==> config.mk <==
export PLATFORM = sky130hd
export DESIGN_NAME = logic_unit_arbiter
export DESIGN_NICKNAME = d
export VERILOG_FILES = /design/src/rtl/logic_unit_arbiter.sv
export SDC_FILE = /design/constraint.sdc
export NUM_CORES = 1
export LEC_CHECK = 0
export ABC_AREA = 1
export CAP_MARGIN = 25
export CORE_ASPECT_RATIO = 0.9
export CORE_MARGIN = 4
export CORE_UTILIZATION = 40
export CTS_CLUSTER_DIAMETER = 50
export DETAILED_ROUTE_END_ITERATION = 10
export HOLD_SLACK_MARGIN = 0.12
export PLACE_DENSITY = 0.71
export SLEW_MARGIN = 40
export SYNTH_ARGS = -nofsm -noshare
export SYNTH_HDL_FRONTEND = slang
export SYNTH_SLANG_ARGS = --single-unit
==> constraint.sdc <==
create_clock -name clk -period 1.43 [get_ports clk]
set_input_delay 0.143 -clock clk [delete_from_list [all_inputs] [get_ports clk]]
set_output_delay 0.143 -clock clk [all_outputs]
set_load 0.005 [all_outputs]
==> src/rtl/logic_unit_arbiter.sv <==
// Two-requester round-robin front end for the shared bitwise logic slice.
// Accepts one op at a time, returns a registered result with id and zero flag.
module logic_unit_arbiter #(
  parameter int WIDTH = 32
) (
  input  logic             clk,
  input  logic             rst_n,
  input  logic             req0_valid,
  output logic             req0_ready,
  input  logic [1:0]       req0_op,
  input  logic [WIDTH-1:0] req0_a,
  input  logic [WIDTH-1:0] req0_b,
  input  logic             req1_valid,
  output logic             req1_ready,
  input  logic [1:0]       req1_op,
  input  logic [WIDTH-1:0] req1_a,
  input  logic [WIDTH-1:0] req1_b,
  output logic             rsp_valid,
  input  logic             rsp_ready,
  output logic             rsp_id,
  output logic [WIDTH-1:0] rsp_data,
  output logic             rsp_zero,
  output logic             busy
);

  typedef enum logic [1:0] {
    IDLE = 2'd0,
    EXEC = 2'd1,
    RESP = 2'd2
  } state_t;

  state_t           state;
  state_t           state_nx;
  logic             prio;
  logic             gnt_id;
  logic             accept;
  logic             idle_ok;
  logic [1:0]       op_q;
  logic [WIDTH-1:0] a_q;
  logic [WIDTH-1:0] b_q;
  logic             id_q;
  logic [WIDTH-1:0] res;

  always_comb begin
    gnt_id = 1'b0;
    unique case (1'b1)
      req0_valid & req1_valid:  gnt_id = prio;
      req1_valid & ~req0_valid: gnt_id = 1'b1;
      default:                  gnt_id = 1'b0;
    endcase
  end

  // rst_n gates ready so nothing is offered while reset is held
  assign idle_ok = rst_n & (state == IDLE);
  assign accept  = req0_ready | req1_ready;

  always_ff @(posedge clk or negedge rst_n) begin
    if (!rst_n) begin
      state <= IDLE;
    end else begin
      state <= state_nx;
    end
  end

  always_comb begin
    state_nx = state;
    unique case (state)
      IDLE: if (accept) state_nx = EXEC;
      EXEC: state_nx = RESP;
      RESP: if (rsp_ready) state_nx = IDLE;
      default: state_nx = IDLE;
    endcase
  end

  always_comb begin
    req0_ready = idle_ok & req0_valid & ~gnt_id;
    req1_ready = idle_ok & req1_valid & gnt_id;
    rsp_valid  = (state == RESP);
    busy       = (state != IDLE);
  end

  always_comb begin
    res = '0;
    unique case (op_q)
      2'b00: res = a_q & b_q;
      2'b01: res = a_q | b_q;
      2'b10: res = a_q ^ b_q;
      2'b11: res = ~(a_q | b_q);
      default: res = '0;
    endcase
  end

  always_ff @(posedge clk or negedge rst_n) begin
    if (!rst_n) begin
      op_q     <= 2'b00;
      a_q      <= '0;
      b_q      <= '0;
      id_q     <= 1'b0;
      prio     <= 1'b0;
      rsp_data <= '0;
      rsp_zero <= 1'b0;
    end else begin
      if (accept) begin
        op_q <= gnt_id ? req1_op : req0_op;
        a_q  <= gnt_id ? req1_a  : req0_a;
        b_q  <= gnt_id ? req1_b  : req0_b;
        id_q <= gnt_id;
        prio <= ~gnt_id;
      end
      if (state == EXEC) begin
        rsp_data <= res;
        rsp_zero <= (res == '0);
      end
    end
  end

  assign rsp_id = id_q;

endmodule
==> run metrics <==
DP Area=9400 µm²; Synth area leader=dfrtp_1; Cell Pwr Density=2120 nW/µm²; Die X=141 µm; pin count of the biggest net entering global routing=67; most used routing layer in global routing=met2; hold path start=rst_n; Worst-Skew Late Latency=0.37 ns; critical path arrival=1.95 ns; drt drc=0; Rows=43; #FFs+latches synth=103; crit path max fanout=8; Main synth FF type=dfrtp_1; CP Buf/Inv Count=5; Startpoint Class=register; total track usage=0.240; Placer Congestion=0.846; Final setup viols=104; Max Freq=587 MHz; Post-synth EDFFs=0; CTS Buf Count=9; Core Area=15500 µm²; Worst slew margin=0.737; net count reported at finish=1380; cells after synthesis=822; slowest cell delay on critical path=0.40 ns; violated checks=setup timing; clock skew=0.00889 ns; n_diodes=0; critical path's slowest cell=dfrtp_1; worst r2r path cells=9; Initial DRC Count=460; Slew Viols, Final=0; CTS Buffer Depth=2; Slew @ Worst Pin=0.395 ns; endpoint class of the critical path=register; Mean Syn Cell Area=7.74 µm²; IO Count=175; Required @ worst endpoint=1.67 ns; Period minus WS final=1.70 ns; DIE HEIGHT=128 µm; area share of the largest cell type after synthesis=0.405; Area contributors post-synth=dfrtp_1 (41%), nand2_1 (14%), ha_1 (13%); Final Power=23.8 mW; die area=18000 µm²; endpoint of the worst hold-timing path=rsp_id$_DFFE_PN0P_; first-pass GRT wire length=34200 µm; DP Wirelength=14300 µm; DR pass1 iterations=5; worst setup margin=-0.273 ns; Lkg Pwr=5.46 nW; Sink Count=103; Worst Hold Class=input pin to register; IO buf count=174; initial cell density of the core=0.411; peak supply drop=1130 µV; share of layout cells above drive strength 1=0.315; most common cell in the netlist=nand2_1; ANT nets after route=0; Reg clk slew, reported paths=0.07 ns; R2R setup slack=-0.27 ns; routed vias/inst=5.10; fin area=11200 µm²; total congestion overflow=0; post-DR wirelength/cell=17.8 µm; vias in the first global route=6766; max cap viols=0; Setup Slack @ Placement=-0.349 ns; antenna violations before repair=1; M3 GR Usage=0.0479; routed vias=7063; Top Family by Delay on Critical Path=buffers and inverters; Reg2Reg Launch Point=state[0]$_DFFE_PN0P_; async set or reset register ratio after synthesis=1.00; Cell variety after synth=23; reg2reg end=a_q[15]$_DFFE_PN0P_; M1 GR Usage=0.335; Mapped Nets=1023; Post-synth top cells=nand2_1 (235), inv_1 (118), dfrtp_1 (103), o21ai_0 (66), ha_1 (64); Critical Path, Cell by Cell=inv_2, nand4_1, nor2_4, nor2_4, inv_4, buf_8, buf_12, buf_16, o211ai_1; RSZ-0062 raised after global routing=yes; CTS H-tree lvls=3; Fin. Hold Viols=0; Layout Utilization=0.726; cell area after synthesis=6360 µm²; area growth from synthesis to layout=76.7%; GR met2 Demand/Resource=0.384; most used cell, CP=nor2_4; CTS tree=done; CTS Root Cell=clkbuf_16; Yosys Warn Count=0; final wirelength=24600 µm; hold depth=4; worst setup path startpoint=state[0]$_DFFE_PN0P_; critical path class=register to register; status=finished, violations left; Tcrit/Tclk final=1.19; sequential share of the synthesized area=0.405
[power by group]
group	internal [mW]	switching [mW]
clock network	1.44	1.14
logic	8.23	7.83
registers	4.28	0.896
[registers in the layout, indices dropped and copies added, names as in the netlist]
signal / flops
a_q: 32
b_q: 32
rsp_data: 32
op_q: 2
state: 2
prio: 1
rsp_id: 1
rsp_zero: 1
[layout make-up]
| cell class | count | area [µm²] |
|---|---|---|
| flip-flops and latches | 103 | 2580 |
| fillers | 1095 | 4250 |
| well taps | 202 | 253 |
| clock buffers | 12 | 256 |
| repair inverters | 2 | 16.3 |
| inverters | 125 | 489 |
| multi-input cells | 551 | 3620 |
| clock inverters | 3 | 42.5 |
| repair buffers | 387 | 3990 |
[how the worst max path moves through the flow]
stage | endpoint | slack (ns) | cells past startpoint
floorplan | rsp_zero$_DFFE_PN0N_ | 0.02 | 11
global placement | req0_ready | -0.34 | 6
detailed placement | req0_ready | -0.35 | 6
CTS | b_q[7]$_DFFE_PN0P_ | -0.18 | 9
global route | rsp_zero$_DFFE_PN0N_ | -0.39 | 13
finish | a_q[15]$_DFFE_PN0P_ | -0.27 | 9
[routing by layer]
layer / vias to the layer above / wire length (µm)
li1: 3344 / -
met1: 3381 / 10300
met2: 286 / 11900
met3: 50 / 1880
met4: 2 / 463
met5: - / 8
[tightest hold or removal path, cell delays in order]
cell     delay [ns]
buf_4          0.15
nand3_4        0.10
buf_4          0.11
o21ai_2        0.06
[kinds of logic after synthesis]
kind of cell | Yosys count | synth area share
xor+xnor | 1 | 0.00138
fa+ha+maj | 64 | 0.126
compound gates | 133 | 0.132
flops | 103 | 0.405
buf+inv | 168 | 0.110
simple gates | 353 | 0.226
[placed cells by master (no fill, tap or decap), types with 8 or more instances in the layout]
cell and count:
a22oi_1 8, inv_1 115, dfrtp_1 102, o21ai_0 8
a22oi_2 20, nand2_1 203, nor2_2 13, clkdlybuf4s50_1 160
nor2_1 29, buf_6 25, buf_4 150, nand3_1 49
buf_12 20, o21ai_1 16, dlymetal6s2s_1 9, nor2_4 13
o21ai_2 42, ha_1 64, nand2_2 25, clkbuf_16 16
o211ai_1 35
[through the flow]
stage	setup TNS [ns]	hold WS [ns]	instances
5_1_grt	-23.97	0.254	1385
3_5_place_dp	-23.65	0.320	1310
4_1_cts	-4.97	0.126	1361
3_3_place_gp	-21.54	0.325	1310
6_report	-16.40	0.249	1385
2_1_floorplan	0	-0.153	822
[repair_timing]
item,in CTS,in global routing
hold endpoints to repair,37,0
resized for setup,139,161
endpoints found under the setup margin,102,107
setup buffers,28,19
hold buffers,1,0
pin swaps,12,12
gates cloned,8,11
No activity file was read; power rests on OpenSTA's default activity.
